<file path="src/rtl/neuron_pkg.sv">
`default_nettype none
// ============================================================================
//  Module      : neuron_pkg
//  Description : Shared constants and types for the neuron stimulus path:
//                mode encoding, sequencer state encoding and the segment
//                table entry layout.
//  Revision    : 1.0 - initial release
// ============================================================================
package neuron_pkg;

    // Width of the neuron current / membrane fixed-point words
    localparam int BITWIDTH  = 27;
    // Default width of a segment duration (in neuron done pulses)
    localparam int SEG_DUR_W = 16;

    // Neuron mode select values
    localparam logic MODE_HH   = 1'b1;
    localparam logic MODE_ADEX = 1'b0;

    // Sequencer state encoding
    typedef enum logic [2:0] {
        IDLE = 3'd0,
        LOAD = 3'd1,
        NRST = 3'd2,
        RUN  = 3'd3,
        ADV  = 3'd4
    } seq_state_e;

    // One stimulus segment: mode, signed current, duration in samples
    typedef struct packed {
        logic                       mode;
        logic signed [BITWIDTH-1:0] cur;
        logic [SEG_DUR_W-1:0]       dur;
    } seg_t;

endpackage : neuron_pkg
`default_nettype wire

</file>
<file path="src/rtl/stim_seg_table.sv">
`default_nettype none
// ============================================================================
//  Module      : stim_seg_table
//  Description : Segment table for the stimulus sequencer. DEPTH entries of
//                {mode, current, duration}, one synchronous write port and
//                one combinational read port. Contents are not reset.
//  Revision    : 1.0 - initial release
// ============================================================================
module stim_seg_table
    import neuron_pkg::*;
#(
    parameter int DEPTH    = 8,
    parameter int BITWIDTH = 27,
    parameter int DUR_W    = 16
) (
    input  logic                       clk,
    input  logic                       we_i,
    input  logic [$clog2(DEPTH)-1:0]   waddr_i,
    input  logic                       wmode_i,
    input  logic signed [BITWIDTH-1:0] wcur_i,
    input  logic [DUR_W-1:0]           wdur_i,
    input  logic [$clog2(DEPTH)-1:0]   raddr_i,
    output logic                       rmode_o,
    output logic signed [BITWIDTH-1:0] rcur_o,
    output logic [DUR_W-1:0]           rdur_o
);

    // Entry layout inside the storage word: {mode, cur, dur}
    localparam int EW = 1 + BITWIDTH + DUR_W;

    logic [EW-1:0] mem_q [DEPTH];

    // Synchronous write; the storage is deliberately left without reset
    always_ff @(posedge clk) begin
        if (we_i) begin
            mem_q[waddr_i] <= {wmode_i, wcur_i, wdur_i};
        end
    end

    // Combinational read of the addressed entry
    assign {rmode_o, rcur_o, rdur_o} = mem_q[raddr_i];

endmodule : stim_seg_table
`default_nettype wire

</file>
<file path="src/rtl/neuron_stim_sequencer.sv">
`default_nettype none
// ============================================================================
//  Module      : neuron_stim_sequencer
//  Description : Plays a programmable table of {mode, i_ext, duration}
//                segments into the dual-mode neuron. Durations are counted
//                in neuron done strobes. The neuron is held in reset for
//                RST_CYC cycles at the first segment of a pass and at every
//                mode change.
//  Revision    : 1.0 - initial release
// ============================================================================
module neuron_stim_sequencer
    import neuron_pkg::*;
#(
    parameter int BITWIDTH = 27,
    parameter int DEPTH    = 8,
    parameter int DUR_W    = 16,
    parameter int RST_CYC  = 4
) (
    input  logic                       clk,
    input  logic                       rstn,
    input  logic                       cfg_we,
    input  logic [$clog2(DEPTH)-1:0]   cfg_addr,
    input  logic                       cfg_mode,
    input  logic signed [BITWIDTH-1:0] cfg_cur,
    input  logic [DUR_W-1:0]           cfg_dur,
    input  logic [$clog2(DEPTH)-1:0]   n_seg,
    input  logic                       loop,
    input  logic                       start,
    input  logic                       abort,
    input  logic                       done,
    output logic                       mode,
    output logic signed [BITWIDTH-1:0] i_ext,
    output logic                       neuron_rstn,
    output logic [$clog2(DEPTH)-1:0]   seg_idx,
    output logic                       busy,
    output logic                       finished
);

    localparam int AW  = $clog2(DEPTH);
    localparam int RCW = (RST_CYC > 1) ? $clog2(RST_CYC) : 1;

    seq_state_e                  state_q;
    logic                        mode_q;
    logic signed [BITWIDTH-1:0]  i_ext_q;
    logic                        nrstn_q;
    logic [AW-1:0]               seg_idx_q;
    logic                        busy_q;
    logic                        finished_q;
    logic [DUR_W-1:0]            dur_q;
    logic [DUR_W-1:0]            dur_cnt_q;
    logic [RCW-1:0]              rst_cnt_q;
    logic                        first_q;

    logic                        w_tbl_we;
    logic                        w_rd_mode;
    logic signed [BITWIDTH-1:0]  w_rd_cur;
    logic [DUR_W-1:0]            w_rd_dur;
    logic [DUR_W-1:0]            w_dur_last;

    // Table is only writable while the sequencer is idle
    assign w_tbl_we   = cfg_we & ~busy_q;
    assign w_dur_last = dur_q - DUR_W'(1);

    stim_seg_table #(
        .DEPTH    (DEPTH),
        .BITWIDTH (BITWIDTH),
        .DUR_W    (DUR_W)
    ) u_table (
        .clk      (clk),
        .we_i     (w_tbl_we),
        .waddr_i  (cfg_addr),
        .wmode_i  (cfg_mode),
        .wcur_i   (cfg_cur),
        .wdur_i   (cfg_dur),
        .raddr_i  (seg_idx_q),
        .rmode_o  (w_rd_mode),
        .rcur_o   (w_rd_cur),
        .rdur_o   (w_rd_dur)
    );

    // Sequencer FSM with sample and reset-hold counters; all outputs registered
    always_ff @(posedge clk or negedge rstn) begin
        if (!rstn) begin
            state_q    <= IDLE;
            mode_q     <= MODE_HH;
            i_ext_q    <= '0;
            nrstn_q    <= 1'b0;
            seg_idx_q  <= '0;
            busy_q     <= 1'b0;
            finished_q <= 1'b0;
            dur_q      <= '0;
            dur_cnt_q  <= '0;
            rst_cnt_q  <= '0;
            first_q    <= 1'b0;
        end else begin
            finished_q <= 1'b0;
            if (abort) begin
                // Abort overrides everything, including a simultaneous start
                state_q <= IDLE;
                i_ext_q <= '0;
                nrstn_q <= 1'b0;
                busy_q  <= 1'b0;
            end else begin
                unique case (state_q)
                    IDLE: begin
                        i_ext_q <= '0;
                        nrstn_q <= 1'b0;
                        if (start) begin
                            seg_idx_q <= '0;
                            first_q   <= 1'b1;
                            busy_q    <= 1'b1;
                            state_q   <= LOAD;
                        end
                    end
                    LOAD: begin
                        mode_q    <= w_rd_mode;
                        i_ext_q   <= w_rd_cur;
                        dur_q     <= w_rd_dur;
                        dur_cnt_q <= '0;
                        if (w_rd_dur == '0) begin
                            // Empty segment: skipped without touching the neuron reset
                            state_q <= ADV;
                        end else if (first_q || (w_rd_mode != mode_q)) begin
                            // First real segment of a pass (the neuron has been
                            // held in reset until now) or a mode switch
                            first_q   <= 1'b0;
                            nrstn_q   <= 1'b0;
                            rst_cnt_q <= '0;
                            state_q   <= NRST;
                        end else begin
                            // Same mode: membrane state carries over
                            nrstn_q <= 1'b1;
                            state_q <= RUN;
                        end
                    end
                    NRST: begin
                        if (rst_cnt_q == RCW'(RST_CYC - 1)) begin
                            nrstn_q <= 1'b1;
                            state_q <= RUN;
                        end else begin
                            rst_cnt_q <= rst_cnt_q + RCW'(1);
                        end
                    end
                    RUN: begin
                        nrstn_q <= 1'b1;
                        if (done) begin
                            if (dur_cnt_q == w_dur_last) begin
                                state_q <= ADV;
                            end else begin
                                dur_cnt_q <= dur_cnt_q + DUR_W'(1);
                            end
                        end
                    end
                    ADV: begin
                        if (seg_idx_q == n_seg) begin
                            if (loop) begin
                                // Wrap counts as a fresh pass: neuron is reset again
                                seg_idx_q <= '0;
                                first_q   <= 1'b1;
                                state_q   <= LOAD;
                            end else begin
                                finished_q <= 1'b1;
                                busy_q     <= 1'b0;
                                i_ext_q    <= '0;
                                nrstn_q    <= 1'b0;
                                state_q    <= IDLE;
                            end
                        end else begin
                            seg_idx_q <= seg_idx_q + AW'(1);
                            state_q   <= LOAD;
                        end
                    end
                    default: begin
                        state_q <= IDLE;
                        busy_q  <= 1'b0;
                    end
                endcase
            end
        end
    end

    assign mode        = mode_q;
    assign i_ext       = i_ext_q;
    assign neuron_rstn = nrstn_q;
    assign seg_idx     = seg_idx_q;
    assign busy        = busy_q;
    assign finished    = finished_q;

endmodule : neuron_stim_sequencer
`default_nettype wire

</file>
<file path="config.mk">
export PLATFORM = sky130hd
export DESIGN_NAME = neuron_stim_sequencer
export DESIGN_NICKNAME = d
export VERILOG_FILES = /design/src/rtl/neuron_pkg.sv /design/src/rtl/stim_seg_table.sv /design/src/rtl/neuron_stim_sequencer.sv
export SDC_FILE = /design/constraint.sdc
export NUM_CORES = 1
export LEC_CHECK = 0
export ABC_AREA = 1
export BUFFER_PORTS_ARGS = -buffer_cell sky130_fd_sc_hd__buf_2
export CAP_MARGIN = 20
export CORE_MARGIN = 4
export CORE_UTILIZATION = 45
export DETAILED_ROUTE_END_ITERATION = 16
export SLEW_MARGIN = 20
export SYNTH_ARGS = -nofsm -noshare
export SYNTH_HDL_FRONTEND = slang
export SYNTH_SLANG_ARGS = --single-unit
</file>
<file path="constraint.sdc">
create_clock -name clk -period 3.4 [get_ports clk]
set_clock_uncertainty 0.05 [all_clocks]
set_input_delay 0.68 -clock clk [delete_from_list [all_inputs] [get_ports clk]]
set_output_delay 0.68 -clock clk [all_outputs]
set_load 0.03 [all_outputs]
</file>
==> results of run 1 <==
## synthesized netlist by cell type, types with 3 or more instances
| master | instances |
|---|---|
| sky130_fd_sc_hd__nand4_1 | 4 |
| sky130_fd_sc_hd__buf_4 | 6 |
| sky130_fd_sc_hd__o22ai_1 | 54 |
| sky130_fd_sc_hd__nor2_1 | 253 |
| sky130_fd_sc_hd__nor2_2 | 5 |
| sky130_fd_sc_hd__buf_1 | 4 |
| sky130_fd_sc_hd__nand3_1 | 101 |
| sky130_fd_sc_hd__nand2_4 | 3 |
| sky130_fd_sc_hd__xnor2_1 | 9 |
| sky130_fd_sc_hd__buf_2 | 25 |
| sky130_fd_sc_hd__nor4_1 | 3 |
| sky130_fd_sc_hd__inv_1 | 165 |
| sky130_fd_sc_hd__a21oi_1 | 7 |
| sky130_fd_sc_hd__nor3_1 | 5 |
| sky130_fd_sc_hd__ha_1 | 4 |
| sky130_fd_sc_hd__clkbuf_1 | 49 |
| sky130_fd_sc_hd__nand2_1 | 371 |
| sky130_fd_sc_hd__nand3b_1 | 5 |
| sky130_fd_sc_hd__dfrtp_1 | 71 |
| sky130_fd_sc_hd__nor2_4 | 3 |
| sky130_fd_sc_hd__o21ai_1 | 10 |
| sky130_fd_sc_hd__edfxtp_1 | 352 |
| sky130_fd_sc_hd__o21ai_0 | 219 |
| sky130_fd_sc_hd__xor2_1 | 20 |
| sky130_fd_sc_hd__clkinv_1 | 4 |
## final timing paths
path                                             endpoint  slack [ns]  cells after the start
setup / recovery                    dur_q[15]$_DFFE_PN0P_        0.81                      5
hold / removal                      dur_q[15]$_DFFE_PN0P_        0.06                      1
setup reg to reg                    dur_q[15]$_DFFE_PN0P_        0.81                      5
hold reg to reg                     i_ext[18]$_DFFE_PN0P_        0.47                      2
max in group asynchronous            i_ext[5]$_DFFE_PN0P_        2.48                      2
min in group clk           u_table.mem_q[7][26]$_DFFE_PP_        0.32                      1
## metrics by stage
step / total power [µW] / setup WS (ns) / instance area (µm²) / instances / hold WS, ns
2_1_floorplan: 7824 / 0.1309 / 18380 / 1772 / 0.3344
3_3_place_gp: 8550 / 0.8619 / 19510 / 2327 / 0.4347
3_5_place_dp: 8581 / 0.7959 / 19510 / 2327 / 0.4464
4_1_cts: 13330 / 0.7548 / 20940 / 2408 / 0.04669
5_1_grt: 13860 / 0.5490 / 20940 / 2409 / 0.08245
6_report: 13220 / 0.8123 / 20940 / 2410 / 0.05809
## power breakdown
part / switching, µW / internal [µW]
Clock: 1940 / 2800
Sequential: 269 / 6000
Combinational: 1570 / 641
## kinds of logic (layout without fill, tap and decap cells)
| family | after synthesis | in the layout | synth area share, % |
|---|---|---|---|
| fa+ha+maj | 4 | 4 | 0.2723 |
| compound gates | 298 | 298 | 8.576 |
| simple gates | 760 | 760 | 16.87 |
| buf+inv | 257 | 368 | 5.588 |
| other cells | 0 | 2 | 0 |
| flops | 424 | 424 | 67.31 |
| xor+xnor | 29 | 29 | 1.382 |
## flip-flops by register name (all words and copies together), names as in the netlist, 2 cells and up
| register | flops |
|---|---|
| u_table.mem_q | 352 |
| state_q | 3 |
| dur_q | 16 |
| i_ext | 27 |
| dur_cnt_q | 16 |
| rst_cnt_q | 2 |
| seg_idx | 3 |
## area by class of cell
cell class / count / area (µm²)
Antenna cell: 2 / 5.005
Clock buffer: 63 / 1254
Clock inverter: 18 / 173.9
Fill cell: 3480 / 19150
Inverter: 171 / 644.4
Multi-Input combinational cell: 1091 / 5055
Sequential cell: 424 / 12380
Tap cell: 525 / 656.9
Timing Repair Buffer: 116 / 773.2
## per-layer routing
metal	GRT usage, %	routed length (µm)	vias up
li1	-	-	6128
met1	26.83	19710	6150
met2	35.13	22380	288
met3	4.271	2375	88
met4	6.211	1156	6
met5	0	41	-
==> flow_metrics.env, run 1 <==
export IMPL_synth_top_flop_cell="sky130_fd_sc_hd__edfxtp_1"
export IMPL_cts_buffers=44
export IMPL_htree_num_levels=2
export IMPL_pin_count_of_the_biggest_net_entering_global_routing=147
export IMPL_timing_critical_path_from_type="flip-flop"
export IMPL_synth_warning_count=0
export IMPL_critical_path_endpoint_type="flip-flop"
export IMPL_worst_setup_path_startpoint="state_q[2]$_DFFE_PN0P_"
export IMPL_die_w_um=210.1
export IMPL_slew_viol_final=0
export IMPL_rsz_0062_raised_after_global_routing="false"
export IMPL_clk_path_buf_depth=3
export IMPL_port_buffers=90
export IMPL_rows=73
export IMPL_final_number_of_setup_violating_endpoints=0
export IMPL_final_core_utilization_pct=52.23
export IMPL_holdCritPathClass="in -> async"
export IMPL_max_cap_viol_count=0
export IMPL_critical_path_n_buffers_inverters=2
export IMPL_yosys_cell_types_count=39
export IMPL_cts_tree="done"
export IMPL_crit_fanout=19
export IMPL_syn_instance_count=1772
export IMPL_sequential_area_share_after_synthesis_pct=67.31
export IMPL_finalHoldViolCount=0
export IMPL_p_leak_uw=0.008385
export IMPL_gp_routability_congestion=0.9280
export IMPL_crit_arrival_ns=2.97
export IMPL_mostFrequentLayoutCell="sky130_fd_sc_hd__nand2_1"
export IMPL_floorplan_die_height_um=210.1
export IMPL_min_period_over_period_pct=76.11
export IMPL_finalWorstPathRequiredPeriod_ns=2.588
export IMPL_gr_usage_all_layers_pct=20.61
export IMPL_globalRoute_totalOverflow=0
export IMPL_number_of_optimization_iterations_in_the_first_detailed_route_pass=5
export IMPL_postCtsSetupBuffers=0
export IMPL_clkTransAtPathRegs_ns=0.06
export IMPL_routedWlPerCell_um=18.95
export IMPL_cts_num_sinks=424
export IMPL_die_area_um2=44150
export IMPL_drive_gt1_share_pct=11.15
export IMPL_cpPeakStageDelay_ns=0.54
export IMPL_timing_critical_path_required_ns=3.78
export IMPL_cts_hold_fix_bufs=0
export IMPL_mostFrequentLayoutCells="371 x sky130_fd_sc_hd__nand2_1, 352 x sky130_fd_sc_hd__edfxtp_1, 244 x sky130_fd_sc_hd__nor2_1, 219 x sky130_fd_sc_hd__o21ai_0, 165 x sky130_fd_sc_hd__inv_1"
export IMPL_worstReg2RegStart="state_q[2]$_DFFE_PN0P_"
export IMPL_critPathTopFamily="buffers and inverters"
export IMPL_initial_utilization_pct=45.85
export IMPL_ant_nets=0
export IMPL_syn2layout_area_growth_pct=13.93
export IMPL_synth_avg_cell_area_um2=10.37
export IMPL_yosys_top_cells_area="sky130_fd_sc_hd__edfxtp_1 58%, sky130_fd_sc_hd__dfrtp_1 9.7%, sky130_fd_sc_hd__nand2_1 7.6%"
export IMPL_ys_ff_latch=424
export IMPL_total_standard_cell_area_after_synthesis_um2=18380
export IMPL_outcome="finished clean"
export IMPL_path_class="reg -> reg"
export IMPL_drc_violations_left=0
export IMPL_clk_insertion_delay_late_ns=0.57
export IMPL_total_wirelength_um=45660
export IMPL_first_pass_grt_wire_length_um=70990
export IMPL_cts_root_buffer="sky130_fd_sc_hd__clkbuf_16"
export IMPL_p_per_area_nw_per_um2=631.0
export IMPL_synth_largest_type_area_fraction_pct=57.50
export IMPL_dpl_hpwl_um=24980
export IMPL_route_detailed_vias_per_inst=5.253
export IMPL_timing_worst_slew_pin_value_ns=0.7285
export IMPL_synth_area_leader_cell="sky130_fd_sc_hd__edfxtp_1"
export IMPL_design_core_area_um2=40100
export IMPL_synth_edf_count=352
export IMPL_final_nets=1909
export IMPL_relative_slew_slack_pct=51.36
export IMPL_cpMaxStageDelayCell="sky130_fd_sc_hd__clkinv_1"
export IMPL_vias=12660
export IMPL_syn_nets=1833
export IMPL_setup_tns_ns=0
export IMPL_postSynth_asyncResetShare_pct=16.98
export IMPL_vdd_ir_drop_max_uv=489.9
export IMPL_worstPathCellList="nor3_2 -> inv_1 -> nor2_4 -> clkinv_1 -> o21ai_0"
export IMPL_achievable_frequency_mhz=386.4
export IMPL_cts_repair_resize_count=0
export IMPL_boundaryPins=91
export IMPL_drt_initial_drc_count=886
export IMPL_grt_antenna_before_repair=6
export IMPL_first_global_vias=12354
No activity file was read; power rests on OpenSTA's default activity.
==> run 2: changes to the inputs <==
==> constraint.sdc (replaced) <==
create_clock -name clk -period 2.16 [get_ports clk]
set_clock_uncertainty 0.05 [all_clocks]
set_input_delay 0.432 -clock clk [delete_from_list [all_inputs] [get_ports clk]]
set_output_delay 0.432 -clock clk [all_outputs]
set_load 0.03 [all_outputs]
==> flow_metrics.env, run 2 (synthesis gave the netlist of run 1 again) <==
export IMPL_registers_top_by_ff_count="u_table.mem_q"
export IMPL_place_detailed_instances=2374
export IMPL_cts_buffers=45
export IMPL_pin_count_of_the_biggest_net_entering_global_routing=79
export IMPL_clkTransAtPathRegs_ns=0.06
export IMPL_design_power_total_uw=21750
export IMPL_die_area_um2=44150
export IMPL_p_leak_uw=0.009026
export IMPL_routedWlPerCell_um=19.14
export IMPL_mostFrequentLayoutCell="sky130_fd_sc_hd__edfxtp_1"
export IMPL_relative_slew_slack_pct=47.60
export IMPL_timing_worst_slew_pin_value_ns=0.7831
export IMPL_crit_arrival_ns=2.61
export IMPL_post_dp_cell_area_um2=20090
export IMPL_die_w_um=210.1
export IMPL_first_pass_grt_wire_length_um=72780
export IMPL_clk_path_buf_depth=3
export IMPL_number_of_optimization_iterations_in_the_first_detailed_route_pass=5
export IMPL_outcome="finished with violations"
export IMPL_port_buffers=90
export IMPL_mostFrequentLayoutCells="352 x sky130_fd_sc_hd__edfxtp_1, 339 x sky130_fd_sc_hd__nand2_1, 224 x sky130_fd_sc_hd__nor2_1, 210 x sky130_fd_sc_hd__o21ai_0, 160 x sky130_fd_sc_hd__inv_1"
export IMPL_drive_gt1_share_pct=18.91
export IMPL_globalRoute_totalOverflow=0
export IMPL_cts_tree="done"
export IMPL_max_cap_viol_count=0
export IMPL_first_global_vias=13096
export IMPL_drt_initial_drc_count=839
export IMPL_dpl_hpwl_um=27670
export IMPL_final_number_of_setup_violating_endpoints=4
export IMPL_p_per_area_nw_per_um2=971.7
export IMPL_finalHoldViolCount=0
export IMPL_instances_no_fill=2493
export IMPL_crit_fanout=6
export IMPL_finalWorstPathRequiredPeriod_ns=2.211
export IMPL_clk_insertion_delay_late_ns=0.59
export IMPL_timing_critical_path_from_type="flip-flop"
export IMPL_rows=73
export IMPL_vias=13187
export IMPL_timing_critical_path_required_ns=2.56
export IMPL_htree_num_levels=2
export IMPL_route_detailed_vias_per_inst=5.290
export IMPL_critical_path_endpoint_type="flip-flop"
export IMPL_syn2layout_area_growth_pct=21.75
export IMPL_vdd_ir_drop_max_uv=626.4
export IMPL_achievable_frequency_mhz=452.2
export IMPL_largest_register_ffs=352
export IMPL_gp_routability_congestion=0.8795
export IMPL_post_route_cell_area_um2=22380
export IMPL_post_route_worst_setup_slack_ns=-0.05123
export IMPL_rsz_0062_raised_after_global_routing="true"
export IMPL_floorplan_die_height_um=210.1
export IMPL_holdCritPathClass="in -> reg"
export IMPL_cts_root_buffer="sky130_fd_sc_hd__clkbuf_16"
export IMPL_gr_usage_all_layers_pct=20.96
export IMPL_drc_violations_left=0
export IMPL_violations="negative setup slack"
export IMPL_min_period_over_period_pct=102.4
export IMPL_final_nets=1992
export IMPL_final_core_utilization_pct=55.81
export IMPL_boundaryPins=91
export IMPL_design_core_area_um2=40100
export IMPL_cts_num_sinks=424
export IMPL_ant_nets=0
export IMPL_total_wirelength_um=47720
export IMPL_path_class="reg -> reg"
export IMPL_slew_viol_final=0
export IMPL_initial_utilization_pct=45.85
export IMPL_grt_antenna_before_repair=5
-- run 2: where the power goes --
part	total [µW]	switching, µW	internal (µW)
clock network	7610	3200	4410
registers	9890	448	9440
logic	4250	2680	1570
total	21700	6320	15400
-- run 2: metal layers --
layer / global-route usage [%] / up-vias / share of wire (%)
li1: - / 6316 / -
met1: 27.35 / 6420 / 43
met2: 35.60 / 344 / 49
met3: 3.587 / 99 / 5.0
met4: 7.583 / 8 / 2.9
met5: 0 / - / 0.13
-- run 2: metrics by stage --
step	hold WS, ns	setup slack (ns)	setup TNS, ns
2_1_floorplan	0.08641	-0.2667	-93.88
3_3_place_gp	0.3653	-0.1070	-0.2766
3_5_place_dp	0.3623	-0.1752	-0.5858
4_1_cts	0.02377	0.0001277	0
5_1_grt	0.05918	-0.1870	-3.708
6_report	0.06174	-0.05123	-0.1556
-- run 2: cell type report --
cell class / instances / area [µm²]
multi-input combinational: 1091 / 5378
fill: 3395 / 17720
timing repair buffer: 198 / 1844
antenna: 1 / 2.502
sequential: 424 / 12380
tap: 525 / 656.9
inverter: 171 / 654.4
clock inverter: 20 / 216.5
clock buffer: 63 / 1244
-- run 2: worst paths after layout --
| path | from | to | slack, ns | depth (start not counted) |
|---|---|---|---|---|
| hold / removal | cfg_cur[8] | u_table.mem_q[0][24]$_DFFE_PP_ | 0.06 | 1 |
| hold reg to reg | rst_cnt_q[1]$_DFFE_PN0P_ | rst_cnt_q[1]$_DFFE_PN0P_ | 0.44 | 2 |
| min in group asynchronous | rstn | seg_idx[0]$_DFFE_PN0P_ | 0.32 | 2 |
| max in group asynchronous | rstn | i_ext[12]$_DFFE_PN0P_ | 1.13 | 3 |
| setup / recovery | seg_idx[0]$_DFFE_PN0P_ | state_q[1]$_DFFE_PN0P_ | -0.05 | 16 |
| setup reg to reg | seg_idx[0]$_DFFE_PN0P_ | state_q[1]$_DFFE_PN0P_ | -0.05 | 16 |
-- run 2: critical path: stages, from the launching register on --
cell and delay, ns:
sky130_fd_sc_hd__dfrtp_4 0.54, sky130_fd_sc_hd__buf_8 0.16, sky130_fd_sc_hd__clkbuf_16 0.17, sky130_fd_sc_hd__nor2_2 0.10
sky130_fd_sc_hd__nor2_1 0.04, sky130_fd_sc_hd__nand2_1 0.06, sky130_fd_sc_hd__nand2_1 0.05, sky130_fd_sc_hd__nand2_1 0.07
sky130_fd_sc_hd__nand2_2 0.09, sky130_fd_sc_hd__inv_1 0.06, sky130_fd_sc_hd__nand2_1 0.04, sky130_fd_sc_hd__nor2_1 0.12
sky130_fd_sc_hd__nand2_2 0.08, sky130_fd_sc_hd__nor2_4 0.17, sky130_fd_sc_hd__nand2_4 0.08, sky130_fd_sc_hd__nand3_1 0.08
sky130_fd_sc_hd__o21ai_0 0.07
-- run 2: what timing repair did --
action                                  4_1_cts  5_1_grt
endpoints found under the setup margin        7       51
setup buffers                                 2       24
gates resized for setup                      21      102
gates cloned                                  2        6
hold endpoints to repair                     20        0
hold buffers                                  1        0
pin swaps                                     1       52
